## src/rtl/fetch_stage_if.sv

```systemverilog
// Instruction-memory read port: request address, response data.
// One request is outstanding at a time; the response carries no tag.
interface fetch_stage_if #(
    parameter int ADDR_W  = 64,
    parameter int INSTR_W = 32
);
    logic               ImemReqValid;
    logic [ADDR_W-1:0]  ImemReqAddr;
    logic               ImemReqReady;
    logic               ImemRspValid;
    logic [INSTR_W-1:0] ImemRspData;

    modport master (
        output ImemReqValid,
        output ImemReqAddr,
        input  ImemReqReady,
        input  ImemRspValid,
        input  ImemRspData
    );

    modport slave (
        input  ImemReqValid,
        input  ImemReqAddr,
        output ImemReqReady,
        output ImemRspValid,
        output ImemRspData
    );
endinterface

```

## src/rtl/fetch_stage.sv

```systemverilog
// Fetch stage: owns the PC, issues imem reads, holds the result in IF/ID (1-entry skid).
// Latency: request -> response -> commit, 1 instr / 2 cycles; Stall holds IF/ID, Flush redirects.
// Optional FETCH_ALIGN_CHECK_EN: a misaligned PC halts fetch and sets sticky FetchFault.
module fetch_stage #(
    parameter int                ADDR_W   = 64,
    parameter int                INSTR_W  = 32,
    parameter logic [ADDR_W-1:0] RESET_PC = '0
) (
    input  logic               Clk,
    input  logic               Reset_n,
    input  logic [ADDR_W-1:0]  NextPC,
    output logic               PCWriteEn,
    output logic [ADDR_W-1:0]  CurrPC,
    input  logic               Stall,
    input  logic               Flush,
    fetch_stage_if.master      imem,
    output logic               IfIdValid,
    output logic [ADDR_W-1:0]  IfIdPC,
    output logic [INSTR_W-1:0] IfIdInstr,
    output logic               FetchFault
);
    typedef enum logic [2:0] {
        S_IDLE,
        S_REQ,
        S_WAIT,
        S_FULL,
        S_HALT
    } state_t;

    state_t             state_q, state_d;
    logic [ADDR_W-1:0]  curr_pc_q, curr_pc_d;
    logic [ADDR_W-1:0]  pend_pc_q, pend_pc_d;
    logic               ifid_vld_q, ifid_vld_d;
    logic [ADDR_W-1:0]  ifid_pc_q, ifid_pc_d;
    logic [INSTR_W-1:0] ifid_instr_q, ifid_instr_d;
    logic [INSTR_W-1:0] skid_q, skid_d;
    logic               drop_q, drop_d;
    logic               fault_q, fault_d;
    logic               req_vld;
    logic               commit;
    logic               ifid_free;

    assign ifid_free = !ifid_vld_q || !Stall;

    always_comb begin
        state_d      = state_q;
        curr_pc_d    = curr_pc_q;
        pend_pc_d    = pend_pc_q;
        ifid_vld_d   = ifid_vld_q;
        ifid_pc_d    = ifid_pc_q;
        ifid_instr_d = ifid_instr_q;
        skid_d       = skid_q;
        drop_d       = drop_q && !imem.ImemRspValid;
        fault_d      = fault_q;
        req_vld      = 1'b0;
        commit       = 1'b0;

        if (ifid_vld_q && !Stall) begin
            ifid_vld_d = 1'b0;
        end

        case (state_q)
            S_IDLE: state_d = S_REQ;
            S_REQ: begin
`ifdef FETCH_ALIGN_CHECK_EN
                if (curr_pc_q[1:0] != 2'b00) begin
                    fault_d = 1'b1;
                    state_d = S_HALT;
                end else
`endif
                // A stale response from a flushed request must drain before a new request goes out.
                if (!drop_q) begin
                    req_vld = 1'b1;
                    if (imem.ImemReqReady) begin
                        pend_pc_d = curr_pc_q;
                        state_d   = S_WAIT;
                    end
                end
            end
            S_WAIT: begin
                if (imem.ImemRspValid) begin
                    if (ifid_free) begin
                        commit       = 1'b1;
                        ifid_vld_d   = 1'b1;
                        ifid_pc_d    = pend_pc_q;
                        ifid_instr_d = imem.ImemRspData;
                    end else begin
                        skid_d  = imem.ImemRspData;
                        state_d = S_FULL;
                    end
                end
            end
            S_FULL: begin
                if (!Stall) begin
                    commit       = 1'b1;
                    ifid_vld_d   = 1'b1;
                    ifid_pc_d    = pend_pc_q;
                    ifid_instr_d = skid_q;
                end
            end
            S_HALT: ;
            default: state_d = S_IDLE;
        endcase

        if (commit) begin
            curr_pc_d = NextPC;
            state_d   = S_REQ;
        end

        // Flush overrides everything except a halted fetch, which never writes the PC again.
        if (Flush && state_q != S_HALT) begin
            commit       = 1'b1;
            curr_pc_d    = NextPC;
            state_d      = S_REQ;
            ifid_vld_d   = 1'b0;
            ifid_pc_d    = ifid_pc_q;
            ifid_instr_d = ifid_instr_q;
            skid_d       = skid_q;
            fault_d      = fault_q;
            if ((state_q == S_WAIT && !imem.ImemRspValid) ||
                (req_vld && imem.ImemReqReady)) begin
                drop_d = 1'b1;
            end
        end
    end

    always_ff @(posedge Clk or negedge Reset_n) begin
        if (!Reset_n) begin
            state_q      <= S_IDLE;
            curr_pc_q    <= RESET_PC;
            pend_pc_q    <= '0;
            ifid_vld_q   <= 1'b0;
            ifid_pc_q    <= '0;
            ifid_instr_q <= '0;
            skid_q       <= '0;
            drop_q       <= 1'b0;
            fault_q      <= 1'b0;
        end else begin
            state_q      <= state_d;
            curr_pc_q    <= curr_pc_d;
            pend_pc_q    <= pend_pc_d;
            ifid_vld_q   <= ifid_vld_d;
            ifid_pc_q    <= ifid_pc_d;
            ifid_instr_q <= ifid_instr_d;
            skid_q       <= skid_d;
            drop_q       <= drop_d;
            fault_q      <= fault_d;
        end
    end

    assign PCWriteEn         = commit;
    assign CurrPC            = curr_pc_q;
    assign imem.ImemReqValid = req_vld;
    assign imem.ImemReqAddr  = curr_pc_q;
    assign IfIdValid         = ifid_vld_q;
    assign IfIdPC            = ifid_pc_q;
    assign IfIdInstr         = ifid_instr_q;
`ifdef FETCH_ALIGN_CHECK_EN
    assign FetchFault        = fault_q;
`else
    assign FetchFault        = 1'b0;
`endif
endmodule

```

## src/flat_wrapper.sv

```systemverilog
// flat-port wrapper written by rule: the top's interface ports become plain ports
module fetch_stage_flat 
#(
    parameter int                ADDR_W   = 64,
    parameter int                INSTR_W  = 32,
    parameter logic [ADDR_W-1:0] RESET_PC = '0
)
  (Clk, Reset_n, NextPC, PCWriteEn, CurrPC, Stall, Flush, IfIdValid, IfIdPC, IfIdInstr, FetchFault, imem_ImemReqValid, imem_ImemReqAddr, imem_ImemReqReady, imem_ImemRspValid, imem_ImemRspData);
  fetch_stage_if #(.ADDR_W(ADDR_W), .INSTR_W(INSTR_W)) imem_i ();
  input  logic Clk;
  input  logic Reset_n;
  input  logic [ADDR_W-1:0] NextPC;
  output logic PCWriteEn;
  output logic [ADDR_W-1:0] CurrPC;
  input  logic Stall;
  input  logic Flush;
  output logic IfIdValid;
  output logic [ADDR_W-1:0] IfIdPC;
  output logic [INSTR_W-1:0] IfIdInstr;
  output logic FetchFault;
  output wire logic [$bits(imem_i.ImemReqValid)-1:0] imem_ImemReqValid;
  output wire logic [$bits(imem_i.ImemReqAddr)-1:0] imem_ImemReqAddr;
  input wire logic [$bits(imem_i.ImemReqReady)-1:0] imem_ImemReqReady;
  input wire logic [$bits(imem_i.ImemRspValid)-1:0] imem_ImemRspValid;
  input wire logic [$bits(imem_i.ImemRspData)-1:0] imem_ImemRspData;
  assign imem_ImemReqValid = imem_i.ImemReqValid;
  assign imem_ImemReqAddr = imem_i.ImemReqAddr;
  assign imem_i.ImemReqReady = imem_ImemReqReady;
  assign imem_i.ImemRspValid = imem_ImemRspValid;
  assign imem_i.ImemRspData = imem_ImemRspData;
  fetch_stage #(.ADDR_W(ADDR_W), .INSTR_W(INSTR_W), .RESET_PC(RESET_PC)) u_core (.Clk(Clk), .Reset_n(Reset_n), .NextPC(NextPC), .PCWriteEn(PCWriteEn), .CurrPC(CurrPC), .Stall(Stall), .Flush(Flush), .imem(imem_i), .IfIdValid(IfIdValid), .IfIdPC(IfIdPC), .IfIdInstr(IfIdInstr), .FetchFault(FetchFault));
endmodule
```

## config.mk

```make
export PLATFORM = sky130hd
export DESIGN_NAME = fetch_stage_flat
export DESIGN_NICKNAME = d
export VERILOG_FILES = /design/src/rtl/fetch_stage_if.sv /design/src/rtl/fetch_stage.sv /design/src/flat_wrapper.sv
export SDC_FILE = /design/constraint.sdc
export NUM_CORES = 1
export LEC_CHECK = 0
export CORE_AREA = 2 2 158 160
export CTS_CLUSTER_SIZE = 28
export DETAILED_ROUTE_END_ITERATION = 7
export DIE_AREA = 0 0 160 162
export PLACE_DENSITY = 0.76
export SETUP_SLACK_MARGIN = 0.15
export SYNTH_ARGS = -nofsm -noshare
export SYNTH_HDL_FRONTEND = slang
export SYNTH_SLANG_ARGS = --single-unit
export TNS_END_PERCENT = 50
```

## constraint.sdc

```tcl
create_clock -name Clk -period 2.1 [get_ports Clk]
set_input_delay 0.315 -clock Clk [delete_from_list [all_inputs] [get_ports Clk]]
set_output_delay 0.315 -clock Clk [all_outputs]
set_load 0.005 [all_outputs]
```

# Word-level counts from Yosys, hierarchy flattened

Cells that the tools add are included.

Eq/ne operators: 13
Muxes and demuxes: 32
Bitwise operators: 3
Reductions and logical operators: 18

Operator list:

| kind               | count |
|---|---|
| $mux 64            | 5 |
| $pmux 64 s2        | 1 |
| $mux 32            | 3 |
| $pmux 32 s2        | 1 |
| $mux 3             | 6 |
| $mux 1             | 13 |
| $pmux 3 s4         | 1 |
| $reduce_and 5->1   | 2 |
| $ne 4x2->1 const B | 2 |
| $ne 4x4->1 const B | 2 |
| $eq 3x2->1 const B | 2 |
| $logic_and 1x1->1  | 5 |
| $ne 2x2->1 const B | 2 |
| $pmux 1 s2         | 2 |
| $reduce_and 4->1   | 1 |
| $reduce_bool 2->1  | 2 |
| $eq 3x1->1 const B | 1 |
| $eq 3x3->1 const B | 1 |
| $logic_not 1->1    | 3 |
| $logic_not 3->1    | 1 |
| $ne 3x1->1 const B | 1 |
| $ne 3x3->1 const B | 1 |
| $not 1->1          | 3 |
| $reduce_and 3->1   | 1 |
| 3 further kinds    | 4 |

Flip-flop bits (word level): 261
Bits of input ports: 102
Output and inout port bits: 228
Word-level logic and storage cells: 74

# Logic depth before layout (Yosys ltp)

Depth in word-level cells: 7
Mapped depth: 9
Gate-level depth less buffers: 6

# Worst setup path before layout

No wires, ideal clock.

Kind: flip-flop to flip-flop
From: register u_core.state_q[0]
To: register u_core.ifid_pc_q[34] (netlist: u_core.IfIdPC[34])
Library setup time: 0.125 ns
Arrival: 1.751 ns
Required time: 1.975 ns
Slack: 0.224 ns
Stages on the path, launching flop included: 8
Buffers on the path: 2
Period minus slack after synthesis: 1.876 ns
Cells stage by stage: dfrtp_1 -> inv_1 -> ha_1 -> and2_1 -> a32oi_1 -> buf_4 -> buf_4 -> mux2_2

Longest elaborated chain between the ends: 4
Elaborated cells on any way between the ends: 11
Those cells by class: 6 x eq/ne; 1 x mux; 1 x bitwise; 3 x reduce/logical

RTL lines:

| what                                                     | line               | text |
|---|---|---|
| from (decl)                                              | fetch_stage.sv:30  | `state_t state_q, state_d;` |
| from (signal assigned)                                   | fetch_stage.sv:139 | `state_q <= state_d;` |
| branches (longest 4 deep; another with $reduce_and 5->1) | --                 |  |
| to (signal assigned)                                     | fetch_stage.sv:143 | `ifid_pc_q <= ifid_pc_d;` |
| to (decl)                                                | fetch_stage.sv:34  | `logic [ADDR_W-1:0] ifid_pc_q, ifid_pc_d;` |

Parallel ways; which one is timed is not known.
A chain may end at the register's enable or synchronous reset.

# Worst setup path in the final report

From: register u_core.state_q[0]
To: register u_core.skid_q[3]

Longest elaborated chain between the ends: 4
Elaborated cells on any way between the ends: 5
Those cells by class: 2 x eq/ne; 1 x bitwise; 2 x reduce/logical

RTL lines:

| what                                | line               | text |
|---|---|---|
| $ne 3x3->1                          | fetch_stage.sv:111 | `if (Flush && state_q != S_HALT) begin` |
| $logic_and 1x1->1                   | fetch_stage.sv:111 |  |
| $not 1->1 (no source line)          | --                 |  |
| $reduce_and 4->1 (no source line) * | --                 |  |
| to (signal assigned)                | fetch_stage.sv:145 | `skid_q <= skid_d;` |
| to (decl)                           | fetch_stage.sv:36  | `logic [INSTR_W-1:0] skid_q, skid_d;` |

Every way passes the cells marked *; elsewhere a longest branch is shown, timed or not.

==> impl_metrics.xml <==
<?xml version="1.0" encoding="UTF-8"?>
<metrics>
  <group name="power_and_ir_drop">
    <metric name="power.leakage" unit="nW">6.96</metric>
    <metric name="p_per_area" unit="nW/um2">1300</metric>
    <metric name="report.power.total" unit="mW">20.4</metric>
    <metric name="vdd_drop_max" unit="V">0.000782</metric>
  </group>
  <group name="worst_setup_path">
    <metric name="setup.worst_path.end_class" unit="">flip-flop</metric>
    <metric name="critPathBufInv" unit="">5</metric>
    <metric name="timing.critical_path.mode_cell" unit="">buf_6</metric>
    <metric name="standard_cell_with_the_maximum_stage_delay_on_the_critical_path" unit="">dfrtp_2</metric>
    <metric name="worstSetupStartpointType" unit="">flip-flop</metric>
    <metric name="r2r_setup_slack" unit="ns">0.08</metric>
    <metric name="critical_path_arrival" unit="ns">2.42</metric>
    <metric name="timing_worst_setup_path_type" unit="">flip-flop to flip-flop</metric>
    <metric name="timing.critical_path.fanout_max" unit="">8</metric>
    <metric name="timing.critical_path.max_delay_family" unit="">buffers and inverters</metric>
    <metric name="crit_required" unit="ns">2.50</metric>
    <metric name="maximum_single_stage_delay_on_the_critical_path" unit="ns">0.44</metric>
    <metric name="crit_path_cells" unit="">inv_2 &gt; ha_4 &gt; and2_4 &gt; buf_6 &gt; buf_6 &gt; nor3b_4 &gt; buf_6 &gt; clkbuf_16 &gt; mux2_2</metric>
  </group>
  <group name="layout">
    <metric name="area_growth_syn_to_layout" unit="%">46.6</metric>
    <metric name="drive_above_1_share" unit="">0.328</metric>
    <metric name="final_core_utilization" unit="">0.651</metric>
    <metric name="final_layout_fill_cell_count" unit="">1835</metric>
    <metric name="fin_nets" unit="">1141</metric>
    <metric name="fin_area" unit="um2">15700</metric>
    <metric name="n_antenna_cell" unit="">0</metric>
    <metric name="final-instance-count-excl-fill" unit="">1378</metric>
    <metric name="multi_input_area" unit="um2">3700</metric>
    <metric name="area.sequential" unit="um2">6510</metric>
  </group>
  <group name="logic_synthesis">
    <metric name="yosys_register_bits" unit="">260</metric>
    <metric name="synth.top_cells.by_area" unit="">dfrtp_1, mux2_2, buf_4, mux2_4, mux2i_1</metric>
    <metric name="main_combinational_cell_family_by_area_after_synthesis" unit="">multiplexers</metric>
    <metric name="fraction_of_registers_with_async_set_or_reset_after_synthesis" unit="">1.00</metric>
    <metric name="post_synthesis_net_count" unit="">818</metric>
    <metric name="synth_sequential_area_ratio" unit="">0.608</metric>
    <metric name="synth_mux_area_frac" unit="">0.276</metric>
    <metric name="synth_fa_ha_area_frac" unit="">0.00468</metric>
    <metric name="yosys.cell_count.top_type" unit="">dfrtp_1</metric>
    <metric name="synth-simple-area-share" unit="">0.0194</metric>
    <metric name="syn_area_per_cell" unit="um2">15.0</metric>
    <metric name="synth_cell_type_count" unit="">31</metric>
    <metric name="post_synth_xor_area_fraction" unit="">0</metric>
    <metric name="post_synth_top_area_cell" unit="">dfrtp_1</metric>
    <metric name="syn-cell-area" unit="um2">10700</metric>
    <metric name="synth_largest_type_area_fraction" unit="">0.608</metric>
    <metric name="syn-instance-count" unit="">712</metric>
    <metric name="synth-compound-area-share" unit="">0.0202</metric>
    <metric name="synth_enable_flop_cells" unit="">0</metric>
    <metric name="yosys_warnings" unit="">0</metric>
    <metric name="synth_common_cells" unit="">dfrtp_1, mux2_2, buf_4, nand2_1, mux2i_1</metric>
    <metric name="synthFlopType" unit="">dfrtp_1</metric>
  </group>
  <group name="sta">
    <metric name="finalClockSkew" unit="ns">0.0102</metric>
    <metric name="setup-violations-final" unit="">0</metric>
    <metric name="worst_pin_slew" unit="ns">0.576</metric>
    <metric name="grt_setup_unrepaired" unit="">true</metric>
    <metric name="report.final.hold_viol_count" unit="">0</metric>
    <metric name="worst_max_slew_margin_expressed_relative_to_the_limit" unit="">0.616</metric>
    <metric name="period_minus_slack" unit="ns">2.02</metric>
    <metric name="final.period_utilization" unit="">0.962</metric>
    <metric name="final_max_slew_viol_count" unit="">0</metric>
    <metric name="post-route-worst-setup-slack" unit="ns">0.0803</metric>
    <metric name="clock.fmax" unit="MHz">495</metric>
  </group>
  <group name="global_route">
    <metric name="first_global_vias" unit="">7044</metric>
    <metric name="grt_start_max_net_pins" unit="">65</metric>
    <metric name="grt_overflow" unit="">0</metric>
    <metric name="number_of_antenna_violations_at_the_first_check_in_global_routing" unit="">0</metric>
    <metric name="track_usage" unit="">0.192</metric>
    <metric name="wire_length_of_the_first_global_routing_pass" unit="mm">39.5</metric>
  </group>
  <group name="detailed_routing">
    <metric name="vias" unit="">6751</metric>
    <metric name="drc" unit="">0</metric>
    <metric name="drtAntennaViolNets" unit="">0</metric>
    <metric name="drt_first_iter_violations" unit="">283</metric>
    <metric name="drt_pre_antenna_iters" unit="">4</metric>
    <metric name="routed_via_density" unit="">4.90</metric>
    <metric name="drt-total-wl" unit="mm">26.5</metric>
    <metric name="avgRoutedWirePerCell" unit="um">19.2</metric>
  </group>
  <group name="die">
    <metric name="fp.dieArea" unit="um2">25900</metric>
    <metric name="die-width" unit="um">160</metric>
    <metric name="floorplan.io_pins" unit="">330</metric>
    <metric name="fp-row-count" unit="">57</metric>
    <metric name="fp.dieH" unit="um">162</metric>
    <metric name="floorplan.core_area" unit="um2">24100</metric>
    <metric name="effective_utilization_at_floorplan" unit="">0.444</metric>
  </group>
  <group name="run">
    <metric name="cap_violations" unit="">0</metric>
  </group>
  <group name="clock_tree">
    <metric name="clock-sinks" unit="">260</metric>
    <metric name="cts_tree" unit="">built</metric>
    <metric name="clk_pin_slew" unit="ns">0.06</metric>
    <metric name="clock_tree.root_cell" unit="">clkbuf_16</metric>
    <metric name="worst_skew_pair.late_latency" unit="ns">0.52</metric>
    <metric name="cts_buffer_depth" unit="">3</metric>
    <metric name="cts_max_level" unit="">1</metric>
    <metric name="numCtsBuffers" unit="">27</metric>
  </group>
  <group name="outcome">
    <metric name="run_status" unit="">completed</metric>
  </group>
  <group name="hold_path">
    <metric name="timing.hold.worst.class" unit="">input port to asynchronous set/reset pin</metric>
  </group>
  <group name="placed_design">
    <metric name="place.port_buffers" unit="">328</metric>
    <metric name="post-place-ws" unit="ns">-0.112</metric>
    <metric name="instance_area_after_placement" unit="um2">14100</metric>
    <metric name="hpwlAfterDp" unit="mm">16.9</metric>
    <metric name="globalplace.congestion" unit="">0.751</metric>
    <metric name="dpl.cell_count" unit="">1300</metric>
  </group>
</metrics>
-- worst paths after layout --
path,startpoint,endpoint,cells after the start
max,u_core.state_q[0],u_core.skid_q[3],9
min,Reset_n,u_core.IfIdPC[46],2
max reg2reg,u_core.state_q[0],u_core.skid_q[3],9
min reg2reg,u_core.pend_pc_q[47],u_core.IfIdPC[47],1
max in group asynchronous,Reset_n,u_core.IfIdPC[10],3
min in group Clk,NextPC[8],u_core.CurrPC[8],2
-- repair_timing --
action                                  in CTS  in global routing
endpoints found under the setup margin     154                160
hold buffers                                 1                  0
resized for setup                           43                 45
endpoints found under the hold margin       54                  0
cloned                                       3                  6
pin swaps                                    4                  2
setup buffers                               17                  3
-- logic make-up (layout without fill, tap and decap cells) --
group	after synthesis	count (layout)
flip-flops	260	260
multiplexers	257	257
other	1	1
buffers and inverters	104	446
adder cells (fa/ha/maj)	4	4
AO/OA/AOI/OAI	40	40
AND/OR/NAND/NOR	46	46
-- layout by cell type, fill, tap and decap left out, drive strengths merged --
master,instances
nor2b,2
a32oi,1
clkinvlp,2
a221oi,1
a21oi,1
nand2,34
mux2,224
a21boi,1
nor3b,2
nand2b,1
nand3,1
buf,63
ha,4
conb,1
clkdlybuf4s50,325
o2bb2ai,1
clkbuf,45
dlygate4sd3,1
and2,1
nor2,4
dfrtp,260
o21bai,1
clkinv,4
mux2i,33
nand3b,1
o21ai,34
bufinv,2
inv,4
-- power breakdown --
group          leakage, nW  switching (mW)  total, mW  internal (mW)
Clock                0.446            1.87       4.78           2.91
Combinational         3.34            2.43       7.49           5.06
Sequential            3.17            1.21       8.14           6.92
Total                 6.96            5.52       20.4           14.9
-- registers in the layout, indices dropped and copies added (netlist names) --
signal            cells
u_core.state_q        2
u_core.CurrPC        64
u_core.IfIdValid      1
u_core.skid_q        32
u_core.IfIdPC        64
u_core.IfIdInstr     32
u_core.drop_q         1
u_core.pend_pc_q     64
-- layer usage --
metal	vias to the layer above	GRT usage	part of all wire
li1	3055	-	-
met1	3438	0.242	0.42
met2	225	0.338	0.50
met3	33	0.0521	0.067
met4	0	0.0369	0.020
met5	-	0	0
-- area by class of cell --
cell class	instances	share of cell area
tap	324	0.0258
clock buffer	40	0.0519
sequential	260	0.415
clock inverter	8	0.00606
multi-input combinational	348	0.236
timing repair buffer	394	0.265
inverter	4	0.000957
-- per-stage QoR --
| stage | setup TNS [ns] | hold slack, ns |
|---|---|---|
| after detailed placement | -5.21 | 0.316 |
| after global placement | -0.889 | 0.318 |
| final | 0 | 0.365 |
| after CTS | 0 | 0.377 |
| after floorplan | 0 | 0.0194 |
| after global routing | 0 | 0.385 |
Power figures use the tool's default switching activity.
